==> config.mk <==
export PLATFORM = sky130hd
export DESIGN_NAME = priority_arbiter_8
export DESIGN_NICKNAME = d
export VERILOG_FILES = /design/src/rtl/priority_arbiter_pkg.sv /design/src/rtl/prio_enc8_valid.sv /design/src/rtl/priority_arbiter_8.sv
export SDC_FILE = /design/constraint.sdc
export NUM_CORES = 1
export LEC_CHECK = 0
export BUFFER_PORTS_ARGS = -buffer_cell sky130_fd_sc_hd__buf_2
export CAP_MARGIN = 40
export CORE_UTILIZATION = 50
export CTS_CLUSTER_SIZE = 12
export DETAILED_ROUTE_END_ITERATION = 6
export GPL_TIMING_DRIVEN = 0
export PLACE_DENSITY = 0.85
export SYNTH_ARGS = -nofsm -noshare
export SYNTH_HDL_FRONTEND = slang
export SYNTH_SLANG_ARGS = --single-unit
==> constraint.sdc <==
create_clock -name clk -period 1.9 [get_ports clk]
set_input_delay 0 -clock clk [delete_from_list [all_inputs] [get_ports clk]]
set_output_delay 0 -clock clk [all_outputs]
set_load 0.005 [all_outputs]
==> src/rtl/priority_arbiter_pkg.sv <==
// priority_arbiter_pkg: shared sizes and state encoding for the 8-way arbiter.
package priority_arbiter_pkg;
  localparam int NUM_REQ = 8;
  localparam int ID_W = 3;
  typedef enum logic [1:0] {IDLE, BUSY, GAP} state_t;
endpackage

==> src/rtl/prio_enc8_valid.sv <==
// prio_enc8_valid: picks the highest-priority set bit, searching downward from rot-1 with wrap.
module prio_enc8_valid
  import priority_arbiter_pkg::*;
(
  input  logic [NUM_REQ-1:0] vec,
  input  logic [ID_W-1:0]    rot,
  output logic [ID_W-1:0]    idx,
  output logic               valid
);
  // Walk from lowest to highest priority so the highest-priority hit is written last.
  always_comb begin
    idx = '0;
    valid = |vec;
    for (int i = NUM_REQ - 1; i >= 0; i--)
      if (vec[rot - ID_W'(i + 1)]) idx = rot - ID_W'(i + 1);
  end
endmodule

==> src/rtl/priority_arbiter_8.sv <==
// priority_arbiter_8: 8-way arbiter with hold timeout and a one-cycle gap between grants.
// Define ROUND_ROBIN_EN for rotating priority; default build is fixed priority (7 highest).
module priority_arbiter_8
  import priority_arbiter_pkg::*;
#(
  parameter int MAX_HOLD = 16
) (
  input  logic               clk,
  input  logic               rst,
  input  logic               en,
  input  logic [NUM_REQ-1:0] req,
  input  logic               done,
  output logic [NUM_REQ-1:0] gnt,
  output logic [ID_W-1:0]    gnt_id,
  output logic               gnt_valid,
  output logic               timeout
);
  localparam int CW = $clog2(MAX_HOLD + 1);
  state_t state;
  logic [CW-1:0] cnt;
  logic [ID_W-1:0] win, rot;
  logic any, hit, rel;
`ifdef ROUND_ROBIN_EN
  logic [ID_W-1:0] last;
  assign rot = last;
`else
  assign rot = '0;
`endif
  prio_enc8_valid u_enc (.vec(req), .rot(rot), .idx(win), .valid(any));
  assign hit = cnt == CW'(MAX_HOLD - 1);
  assign rel = done || !req[gnt_id] || hit;
  always_ff @(posedge clk or posedge rst)
    if (rst) begin
      state <= IDLE;
      gnt <= '0;
      gnt_id <= '0;
      gnt_valid <= 1'b0;
      timeout <= 1'b0;
      cnt <= '0;
`ifdef ROUND_ROBIN_EN
      last <= '0;
`endif
    end else begin
      timeout <= 1'b0;
      if (!en || state == GAP || (state == BUSY && rel)) begin
        state <= (en && state == BUSY) ? GAP : IDLE;
        gnt <= '0;
        gnt_id <= '0;
        gnt_valid <= 1'b0;
        // done and a live-request drop both take precedence over a forced release
        timeout <= en && state == BUSY && hit && !done && req[gnt_id];
      end else if (state == IDLE && any) begin
        state <= BUSY;
        gnt <= NUM_REQ'(1) << win;
        gnt_id <= win;
        gnt_valid <= 1'b1;
        cnt <= '0;
`ifdef ROUND_ROBIN_EN
        last <= win;
`endif
      end else if (state == BUSY) cnt <= cnt + 1'b1;
    end
endmodule

Yosys cells after proc, flatten, opt, wreduce, memory -nomap -nowiden
Cells that the tools add are included.
- $add $sub $neg: 1
- multipliers: 0
- div/mod/pow operators: 0
- order comparisons: 1
- equal/unequal tests: 3
- shift operators: 1
- mux-type cells: 21
- bitwise gates (word level): 1
- reductions and logical operators: 18
- operators by type and width (operator ; count):
    3-bit 2-to-1 mux ; 6
    8-bit 2-to-1 mux ; 2
    2-bit 2-to-1 mux ; 5
    5-bit 2-to-1 mux ; 2
    8-bit OR reduction ; 1
    1-bit by 3-bit << shifter with 8-bit output (first input constant) ; 1
    1-bit logical AND ; 6
    5-bit by 1-bit adder with 5-bit output (second input constant) ; 1
    5-bit by 4-bit equality test with 1-bit output (second input constant) ; 1
    1-bit 2-to-1 mux ; 5
    1-bit logical OR ; 4
    3-bit by 4-bit < comparator with 1-bit output (second input constant) ; 1
    2-bit nonzero test ; 2
    1-bit binary-select mux with 3-bit select ; 1
    1-bit zero test ; 3
    2-bit by 1-bit equality test with 1-bit output (second input constant) ; 1
    2-bit equality test (second input constant) ; 1
    2-bit zero test ; 1
    2-bit AND reduction ; 1
    1-bit inverter ; 1
- flip-flop bits (word level): 20
- latch bits: 0
- RAM bits: 0
- bits in read-only memories: 0
- input bits: 12
- output and inout bits: 13
- word-level logic and storage cells: 52
- memories kept: 0

Longest topological paths before layout
Gate-level depths: netlist (run 1).
- depth in word-level cells: 10
- gate-level depth with buffers: 7
- mapped depth without buffers: 7

Cells and area by module
Synthesis (run 1) repeated with hierarchy kept, for this count alone.
- cells, all modules: 207
- area, all modules: 1843.0 um2
- modules (own cells, without submodules) (module ; times used ; cells each ; area each (um2) ; seq. area each (um2)):
    priority_arbiter_8 ; 1 ; 108 ; 1047.3 ; 475.5
    prio_enc8_valid ; 1 ; 99 ; 795.8 ; 0.0

Worst setup path after synthesis (run 1)
Ideal clock, no wire load.
- path kind: reg-to-reg
- start: reg cnt[0]
- end: reg cnt[4]
- setup time: 0.130 ns
- arrival: 1.509 ns
- data required time: 1.770 ns
- slack: 0.260 ns
- stages on the path, launching flop included: 8
- buffers on the path: 0
- clock period less this slack: 1.640 ns
- path through: dfrtp_1 > ha_1 > and3_1 > ha_1 > nor2_1 > a31oi_1 > nor3_1 > o22ai_1
- longest elaborated chain between the ends: 6
- elaborated cells on any way between the ends: 9
- classes of those cells: add/sub (1); eq/ne (1); mux (2); bitwise (1); reduce/logical (4)
- ends and longest elaborated chain (element ; line ; text):
    start, declared ; priority_arbiter_8.sv:20 ; logic [CW-1:0] cnt;
    start signal, assigned ; priority_arbiter_8.sv:61 ; end else if (state == BUSY) cnt <= cnt + 1'b1;
    branches (longest 6 deep; another with 5-bit by 1-bit adder with 5-bit output) ; - ;
Parallel ways; which one is timed is not known. The select of a mux whose other input is x is not followed.
A chain may end at the register's enable or synchronous reset.

Worst setup path in the final report (run 1)
- start: reg cnt[0]
- end: reg gnt_id[1]
- longest elaborated chain between the ends: 5
- elaborated cells on any way between the ends: 6
- classes of those cells: eq/ne (1); mux (1); reduce/logical (4)
- ends and longest elaborated chain (element ; line ; text):
    5-bit by 4-bit equality test with 1-bit output * ; priority_arbiter_8.sv:30 ; assign hit = cnt == CW'(MAX_HOLD - 1);
    1-bit logical OR * ; priority_arbiter_8.sv:31 ; assign rel = done || !req[gnt_id] || hit;
    1-bit logical AND * ; priority_arbiter_8.sv:45 ; if (!en || state == GAP || (state == BUSY && rel)) begin
    1-bit logical OR * ; priority_arbiter_8.sv:45 ;
    3-bit 2-to-1 mux or 2-bit nonzero test (tied branches) ; - ;
    end signal, assigned ; priority_arbiter_8.sv:55 ; gnt_id <= win;
    end, declared ; priority_arbiter_8.sv:14 ; output logic [ID_W-1:0] gnt_id,
Every way passes the cells marked *; elsewhere a longest branch is shown, timed or not.

==> flow_metrics.py, run 1 <==
metrics = {
    "floorplan": {
        "chipWidth_um": 49.1,
        "die_y_um": 49.1,
        "ios": 25,
        "die-area_um2": 2410,
        "core_area_um2": 2020,
        "rows": 16,
        "initial_core_util_pct": 55.0,
    },
    "cts": {
        "cts_buffers": 3,
        "clk_pin_slew_worst_paths_ns": 0.11,
        "clock-sinks": 19,
        "htree_levels": 1,
        "cts_tree": "built",
        "cts_max_path_buffers": 2,
        "clockRootBuffer": "clkbuf_4",
        "insertion_delay_ns": 0.31,
    },
    "cells_and_area": {
        "area.sequential_um2": 475,
        "final_cell_mix": "buf_2, dfrtp_1, nand2_1",
        "fin_nets": 168,
        "syn_to_final_growth_pct": 19.9,
        "final_common_cell": "buf_2",
        "drive_gt1_share_pct": 29.4,
        "final_area_um2": 1330,
        "multi_input_area_um2": 578,
        "diodes": 0,
        "fillCellCount": 178,
        "finalNonFillerCells": 180,
        "utilization_pct": 65.9,
    },
    "worst_setup_path": {
        "path_max_fanout": 10,
        "cp_cell_sequence": "ha_1 -> and3_1 -> ha_1 -> nor2_1 -> a31oi_1 -> buf_2 -> a211oi_1",
        "critPathBufInv": 1,
        "crit_type": "reg2reg",
        "cp_top_family": "adder cells",
        "worstPathRequired_ns": 2.12,
        "crit_arrival_ns": 2.01,
        "startpoint_type": "flip-flop",
        "slowest_stage": "dfrtp_1",
        "crit_path_max_incr_delay_ns": 0.43,
        "endpoint_kind": "flip-flop",
        "path_common_cell": "ha_1",
    },
    "route": {
        "drc_errors": 0,
        "routed_via_density": 5.79,
        "ant_nets": 0,
        "routedWlPerCell_um": 14.1,
        "dr.pass1.iters": 4,
        "via_count": 1043,
        "drt_iter0_drc": 32,
        "wl_um": 2530,
    },
    "synthesis": {
        "synth_area_per_cell_um2": 9.18,
        "async_flop_share_pct": 100,
        "ys_seq_area_share_pct": 42.8,
        "yosys_warnings": 0,
        "ys_types": 41,
        "synth_nets": 135,
        "synth_flop_cell": "dfrtp_1",
        "netlist_area_um2": 1110,
        "synth_edf_count": 0,
        "synth_cells": 121,
        "ys_seq_elements": 19,
    },
    "timing": {
        "slew_violations": 0,
        "fmax_mhz": 558,
        "setup_viol": 0,
        "setup_tns_ns": 0,
        "worst_hold_slack_ns": 0.0124,
        "relSlewSlack_pct": 53.1,
        "layout_setup_ws_ns": 0.109,
        "finalCriticalPeriod_ns": 1.79,
        "worst_pin_slew_ns": 0.703,
        "final-hold-violation-count": 0,
        "period_share_pct": 94.3,
        "skew_ns": 0.00182,
    },
    "power_and_ir_drop": {
        "leakage_nw": 0.636,
        "total_power_mw": 1.06,
        "p_per_area_nw_per_um2": 799,
        "ir_drop_mv": 0.475,
    },
    "placed_design": {
        "hpwl_um": 1820,
        "dp_cells": 172,
        "gp_congestion": 0.873,
        "place_area_um2": 1260,
        "place_worst_setup_slack_ns": 0.0161,
        "port_buffers": 24,
    },
    "global_route": {
        "grt.overflow.total": 0,
        "grt_usage_pct": 23.7,
        "antenna_found_initial": 0,
        "grt_pass1_wl_um": 4450,
        "grt_pass1_vias": 1009,
        "grt_start_max_net_pins": 20,
    },
    "outcome": {
        "status": "completed",
    },
    "flow_run": {
        "maxCapViolCount": 0,
    },
    "hold_path": {
        "hold_path_class": "in2reg",
    },
}
-- tightest hold or removal path, cell delays in order --
cell and delay [ns]:
buf_2 0.14, nand4_1 0.08, a21oi_1 0.06
-- kinds of logic after synthesis --
group                      Yosys count  synth area share [%]
and+or+nand+nor                     55                  27.4
AOI/OAI and AO/OA                   30                  18.4
DFF                                 19                  42.8
buffers and inverters               11                  5.63
muxes                                4                  3.60
adders and majority gates            2                  2.25
-- routing by layer --
metal	GRT usage (%)	routed length, um
met5	0	0
met1	30.1	1170
met2	39.7	1200
met4	8.82	45
met3	4.36	113
-- synth_stat cells (2+ instances only) --
cell     number  area share, %
nor2_1       11            3.7
and3_1        2            1.1
o21a_1        2            1.4
ha_1          2            2.3
o21ai_0       4            1.8
nor3_1        4            1.8
dfrtp_1      19             43
and2_1        2            1.1
a21oi_1      11            5.0
nand4_1       3            1.7
buf_2         2           0.90
mux2i_1       4            3.6
nor2b_1       3            1.7
a31o_2        2            1.6
buf_6         2            2.0
nand3_1       5            2.3
inv_1         5            1.7
nand2_1      15            5.1
-- registers in the layout, indices dropped and copies added, names as in the netlist --
register	cells
cnt	5
gnt	8
gnt_id	3
state	2
timeout	1
-- path summary, 6_finish.rpt --
path	startpoint	slack, ns	end	depth (start not counted)
max in group asynchronous	rst	1.13	gnt_id[2]$_DFFE_PP0P_	3
min in group asynchronous	rst	0.33	gnt[7]$_DFFE_PP0P_	3
min reg2reg	cnt[0]$_DFFE_PP0P_	0.51	cnt[0]$_DFFE_PP0P_	1
min	req[4]	0.01	gnt[4]$_DFFE_PP0P_	3
max reg2reg	cnt[0]$_DFFE_PP0P_	0.11	gnt_id[1]$_DFFE_PP0P_	7
max	cnt[0]$_DFFE_PP0P_	0.11	gnt_id[1]$_DFFE_PP0P_	7
-- layout make-up --
type | instances | share of cell area (%)
Multi-Input combinational cell | 91 | 43.4
Sequential cell | 19 | 35.7
Timing Repair Buffer | 28 | 11.6
Buffer | 6 | 3.29
Tap cell | 27 | 2.54
Clock buffer | 3 | 1.69
Inverter | 5 | 1.41
Clock inverter | 1 | 0.376
-- where the power goes --
| group | internal, mW | switching, mW | leakage (nW) | total, mW |
|---|---|---|---|---|
| Sequential | 0.447 | 0.0443 | 0.258 | 0.492 |
| Combinational | 0.152 | 0.207 | 0.360 | 0.358 |
| Clock | 0.0788 | 0.136 | 0.0177 | 0.215 |
-- timing repair --
item                                   CTS  global route
resized for setup                        1             0
pin swaps                                0             2
buffers inserted                         0             2
hold buffers                             2             0
endpoints found under the hold margin   21             0
setup endpoints to repair                1             4
No activity file was read; power rests on OpenSTA's default activity.
==> run 2, diff against run 1 <==
Settings changed: CELL_PAD_IN_SITES_DETAIL_PLACEMENT set to 2, CELL_PAD_IN_SITES_GLOBAL_PLACEMENT set to 2, CORE_UTILIZATION 50 to 31, PLACE_DENSITY 0.85 to 0.86.
==> run 2 against run 1 <==
Net effect: cell area rose by 2.5%; worst setup slack worse by 0.042 ns; register-to-register slack worse by 0.04 ns; sequential power is 4% higher; clock-buffer cell count unchanged; core utilization down 26 points; non-clock buffer count fell by 2; critical endpoint is now cnt[1]$_DFFE_PP0P_; largest power group unchanged.
==> flow_metrics.py, run 2 (synthesis gave the netlist of run 1 again) <==
metrics = {
    "worst_setup_path": {
        "r2r-start": "cnt[0]$_DFFE_PP0P_",
        "worstPathRequired_ns": 2.09,
        "path_max_fanout": 4,
        "startpoint_type": "flip-flop",
        "endpoint_kind": "flip-flop",
        "crit_type": "reg2reg",
        "crit_start": "cnt[0]$_DFFE_PP0P_",
        "crit_arrival_ns": 2.02,
    },
    "placed_design": {
        "place_area_um2": 1290,
        "gp_congestion": 0.854,
        "port_buffers": 24,
        "dp_cells": 191,
        "hpwl_um": 2570,
        "place_worst_setup_slack_ns": -0.0486,
    },
    "route": {
        "topRoutingLayerUsed": "met4",
        "routed_via_density": 5.35,
        "via_count": 1054,
        "drt_iter0_drc": 16,
        "dr.pass1.iters": 4,
        "drc_errors": 0,
        "routedWlPerCell_um": 18.2,
        "met3_length_um": 83,
        "wl_met1_um": 1620,
        "ant_nets": 0,
        "wl_met2_um": 1850,
        "wl_um": 3590,
    },
    "cts": {
        "cts_buffers": 3,
        "clk_pin_slew_worst_paths_ns": 0.12,
        "cts_tree": "built",
        "htree_levels": 1,
        "clock-sinks": 19,
        "insertion_delay_ns": 0.31,
        "clockRootBuffer": "clkbuf_4",
        "cts_max_path_buffers": 2,
    },
    "cells_and_area": {
        "utilization_pct": 40.3,
        "top_register": "gnt",
        "final_common_cell": "buf_2",
        "drive_gt1_share_pct": 31.1,
        "fin_nets": 166,
        "final_cell_mix": "buf_2, dfrtp_1, nand2_1",
        "fillCellCount": 375,
        "largest_reg_flops": 8,
        "syn_to_final_growth_pct": 23.0,
        "diodes": 0,
        "finalNonFillerCells": 197,
        "area.sequential_um2": 475,
        "final_area_um2": 1370,
        "top_regs": "gnt x8, cnt x5, gnt_id x3",
        "multi_input_area_um2": 591,
    },
    "floorplan": {
        "chipWidth_um": 61.9,
        "die-area_um2": 3830,
        "core_area_um2": 3390,
        "rows": 21,
        "die_y_um": 61.9,
        "ios": 25,
        "initial_core_util_pct": 32.8,
    },
    "power_and_ir_drop": {
        "p_per_area_nw_per_um2": 809,
        "total_power_mw": 1.11,
        "ir_drop_mv": 0.446,
        "leakage_nw": 0.634,
    },
    "global_route": {
        "grt_pass1_vias": 1082,
        "grt_pass1_wl_um": 5680,
        "grt.overflow.total": 0,
        "grt_start_max_net_pins": 20,
        "grt_usage_pct": 21.0,
        "antenna_found_initial": 0,
    },
    "timing": {
        "final-hold-violation-count": 0,
        "relSlewSlack_pct": 51.2,
        "finalCriticalPeriod_ns": 1.83,
        "period_share_pct": 96.5,
        "worst_pin_slew_ns": 0.731,
        "fmax_mhz": 546,
        "skew_ns": 0.00462,
        "setup_viol": 0,
        "layout_setup_ws_ns": 0.0671,
        "rsz0062_at_grt": "yes",
        "slew_violations": 0,
    },
    "flow_run": {
        "maxCapViolCount": 0,
    },
    "outcome": {
        "status": "completed",
    },
    "hold_path": {
        "hp-start": "done",
        "hold_path_class": "in2reg",
    },
}
[run 2: per-layer routing]
metal  up-vias  global-route usage [%]
li1        496                       -
met1       532                    27.9
met2        22                    35.0
met3         4                    2.69
met4         0                    7.62
met5         -                       0
[run 2: report_power, final]
group	internal, mW	switching [mW]	leakage, nW
Combinational	0.158	0.216	0.358
Clock	0.0786	0.141	0.0177
Sequential	0.447	0.0650	0.258
[run 2: worst max-delay path, stage by stage, from the launching register on]
cell and delay, ns:
dfrtp_1 0.42, ha_1 0.24, and3_1 0.21, ha_1 0.21, nor2_1 0.12, a31oi_1 0.14
nor3_2 0.23, o21ai_0 0.14
[run 2: layout make-up]
type                    count  area share (%)
multi-input cells          91            43.2
clock buffers               3            1.65
plain buffers               4            3.02
inverters                   5            1.37
repair buffers             28            11.4
well taps                  46            4.21
flip-flops and latches     19            34.8
clock inverters             1           0.366
[run 2: worst paths after layout]
kind | slack, ns | endpoint | cells past startpoint
setup / recovery | 0.07 | cnt[1]$_DFFE_PP0P_ | 7
hold / removal | 0.02 | timeout$_DFF_PP0_ | 3
setup reg to reg | 0.07 | cnt[1]$_DFFE_PP0P_ | 7
hold reg to reg | 0.51 | cnt[0]$_DFFE_PP0P_ | 1
max in group asynchronous | 1.09 | gnt_id[0]$_DFFE_PP0P_ | 3
min in group asynchronous | 0.35 | gnt[4]$_DFFE_PP0P_ | 3
[run 2: metrics by stage]
| stage | hold slack (ns) | TNS (ns) |
|---|---|---|
| after floorplan | -0.0489 | 0 |
| after global placement | 0.156 | 0 |
| after detailed placement | 0.169 | -0.0852 |
| after CTS | 0.00970 | 0 |
| after global routing | 0.0158 | -0.203 |
| final | 0.0168 | 0 |
[run 2: what timing repair did]
item                                   in CTS  in global routing
setup endpoints to repair                   3                 16
endpoints found under the hold margin      21                  0
setup buffers                               0                  2
hold buffers                                2                  0
resized for setup                           1                  7
pin swaps                                   0                  4
==> run 3, diff against run 2 <==
Settings changed: ABC_AREA set to 1, CORE_UTILIZATION 31 to 29, REMOVE_ABC_BUFFERS set to 1.
==> run 3 against run 2 <==
Net effect: hold slack got worse by 0.0023 ns; non-clock buffer count unchanged; cell area up 4.2%; first-iteration DRC count is 50% higher; die area is 9.7% higher; combinational power grew 130%; worst setup slack gained 0.089 ns; maximum frequency is 5.1% higher; clock-buffer cell count is the same; clock power up 39%.
==> flow_metrics.py, run 3 <==
metrics = {
    "outcome": {
        "status": "completed",
    },
    "worst_setup_path": {
        "r2r_cells": 10,
        "cp_top_family": "simple AND/OR/NAND/NOR gates",
        "cp_cell_sequence": "ha_1 -> nand2_1 -> nor2_1 -> ha_1 -> inv_2 -> nand4_4 -> nand2_8 -> buf_4 -> nand4_1 -> nand2_1",
        "startpoint_type": "flip-flop",
        "crit_arrival_ns": 1.95,
        "endpoint_kind": "flip-flop",
        "crit_path_max_incr_delay_ns": 0.42,
        "crit_type": "reg2reg",
        "path_max_fanout": 8,
        "critPathBufInv": 2,
        "rrSetupSlack_ns": 0.16,
        "worstPathRequired_ns": 2.10,
        "crit_start": "cnt[0]$_DFFE_PP0P_",
        "r2r-start": "cnt[0]$_DFFE_PP0P_",
        "r2r_end": "cnt[0]$_DFFE_PP0P_",
        "slowest_stage": "dfrtp_2",
    },
    "synthesis": {
        "synth_cells": 152,
        "yosysMostFrequentCell": "nand2_1",
        "yosys.area.top_type_share_pct": 41.6,
        "yosys_warnings": 0,
        "ys_seq_elements": 19,
        "netlist_area_um2": 1140,
        "ys_seq_area_share_pct": 41.6,
        "synth_area_per_cell_um2": 7.52,
        "synth_edf_count": 0,
        "yosysTopAreaCell": "dfrtp_1",
        "synth_flop_cell": "dfrtp_1",
        "synth_common_cells": "nand2_1, inv_1, dfrtp_1",
        "netlist_top_cells_area": "dfrtp_1, nand2_1, nand4_1",
        "ys_types": 23,
        "async_flop_share_pct": 100,
    },
    "floorplan": {
        "ios": 25,
        "rows": 22,
        "die_y_um": 64.8,
        "initial_core_util_pct": 30.8,
        "core_area_um2": 3720,
        "chipWidth_um": 64.8,
        "die-area_um2": 4200,
    },
    "route": {
        "via_count": 1146,
        "wl_um": 3510,
        "routedWlPerCell_um": 15.2,
        "drt_iter0_drc": 24,
        "drc_errors": 0,
        "ant_nets": 0,
        "dr.pass1.iters": 3,
        "routed_via_density": 4.96,
    },
    "power_and_ir_drop": {
        "seqPwrFrac_pct": 33.7,
        "power.internal_uw": 935,
        "leakage_nw": 0.771,
        "switchingPower_uw": 802,
        "ir_drop_mv": 0.596,
        "p_clk_share_pct": 17.6,
        "switching_share_pct": 46.2,
        "pwr-share-comb_pct": 48.7,
        "total_power_mw": 1.74,
        "p_per_area_nw_per_um2": 1220,
    },
    "cells_and_area": {
        "final_common_cell": "nand2_1",
        "largest_reg_flops": 8,
        "area.sequential_um2": 477,
        "syn_to_final_growth_pct": 24.5,
        "top_register": "gnt",
        "fillCellCount": 457,
        "fin_nets": 198,
        "top_regs": "gnt x8, cnt x5, gnt_id x3",
        "final_cell_mix": "nand2_1, buf_2, inv_1",
        "multi_input_area_um2": 573,
        "finalNonFillerCells": 231,
        "diodes": 0,
        "drive_gt1_share_pct": 25.1,
    },
    "placed_design": {
        "dp_cells": 220,
        "gp_congestion": 0.831,
        "place_worst_setup_slack_ns": -0.229,
        "port_buffers": 24,
        "hpwl_um": 2570,
    },
    "hold_path": {
        "hold_path_class": "in2reg",
        "hp-start": "req[7]",
        "hold-path-cell-count": 3,
        "hold_end": "gnt[7]$_DFFE_PP0P_",
    },
    "global_route": {
        "grt_pass1_vias": 1263,
        "grt.overflow.total": 0,
        "antenna_found_initial": 0,
        "grt_pass1_wl_um": 5780,
        "grt_start_max_net_pins": 20,
        "grt_usage_pct": 18.0,
    },
    "timing": {
        "slew_violations": 0,
        "fmax_mhz": 573,
        "rsz0062_at_grt": "no",
        "setup_tns_ns": 0,
        "final-hold-violation-count": 0,
        "skew_ns": 0.00365,
        "worst_pin_slew_ns": 0.745,
        "finalCriticalPeriod_ns": 1.74,
        "layout_setup_ws_ns": 0.156,
        "relSlewSlack_pct": 50.3,
        "setup_viol": 0,
        "period_share_pct": 91.8,
    },
    "flow_run": {
        "maxCapViolCount": 0,
    },
    "cts": {
        "cts_buffers": 3,
        "insertion_delay_ns": 0.26,
        "htree_levels": 1,
        "clock-sinks": 19,
        "cts_tree": "built",
        "clk_pin_slew_worst_paths_ns": 0.08,
        "clockRootBuffer": "clkbuf_8",
        "cts_max_path_buffers": 2,
    },
}
## run 3: changes by cell type after synthesis, moves of 3 or more
cell,previous run,this run
a21oi_1,11,7
inv_1,5,21
mux2i_1,4,0
nand2_1,15,41
nand3_1,5,10
nand3_2,0,3
nand4_1,3,18
nor2_1,11,15
nor2b_1,3,0
o21ai_0,4,1
## run 3: worst register-to-register path: cells and delay by family (launching register included)
kind	cells	cell delay, ns
AND/OR/NAND/NOR	6	0.61
flip-flops	1	0.42
adder cells (fa/ha/maj)	2	0.40
buffers and inverters	2	0.25
## run 3: timing repair
item,in CTS,in global routing
buffers inserted,0,6
gates resized for setup,1,7
endpoints found under the hold margin,19,0
pin swaps,0,1
hold buffers,1,0
gates cloned,0,0
endpoints found under the setup margin,12,14
## run 3: cell type report
type,instances,area share (%)
well taps,48,4.22
clock inverters,1,0.527
clock buffers,3,2.90
flip-flops and latches,19,33.5
repair buffers,32,12.8
inverters,22,5.80
multi-input cells,106,40.2
## run 3: logic make-up after synthesis
logic type | after synthesis | share of synthesized area, %
DFF | 19 | 41.6
buffers and inverters | 27 | 11.5
AOI/OAI and AO/OA | 10 | 4.81
and+or+nand+nor | 94 | 39.9
adders and majority gates | 2 | 2.19
## run 3: per-stage QoR
stage	area, um2	utilization [%]	hold slack, ns
detailed placement	1280	34.5	0.178
global route	1420	38.3	0.0264
global placement	1270	34.3	0.155
finish	1420	38.3	0.0145
CTS	1340	36.2	0.0192
floorplan	1090	-	-0.0489
## run 3: worst max-delay path by stage
stage          cells past startpoint                  to  slack, ns
6_report                          10  cnt[0]$_DFFE_PP0P_       0.16
5_1_grt                           10  cnt[0]$_DFFE_PP0P_       0.02
4_1_cts                           10  cnt[4]$_DFFE_PP0P_       0.01
3_5_place_dp                       5  gnt[2]$_DFFE_PP0P_      -0.23
3_3_place_gp                       5  cnt[0]$_DFFE_PP0P_      -0.81
2_1_floorplan                      5  cnt[0]$_DFFE_PP0P_      -0.26
## run 3: routing by layer
metal  wire length [um]  share of wire, %  track usage [%]
met1               1560                44             21.5
met2               1820                52             33.1
met3                100               2.9             3.52
met4                 29              0.83             3.33
met5                  0                 0                0
## run 3: power groups by stage
stage	clock (mW)	sequential [mW]	combinational [mW]
after global routing	0.327	0.600	0.935
after global placement	0	0.585	0.633
final	0.306	0.586	0.845
after CTS	0.310	0.589	0.700
after floorplan	0	0.572	0.453
after detailed placement	0	0.597	0.685
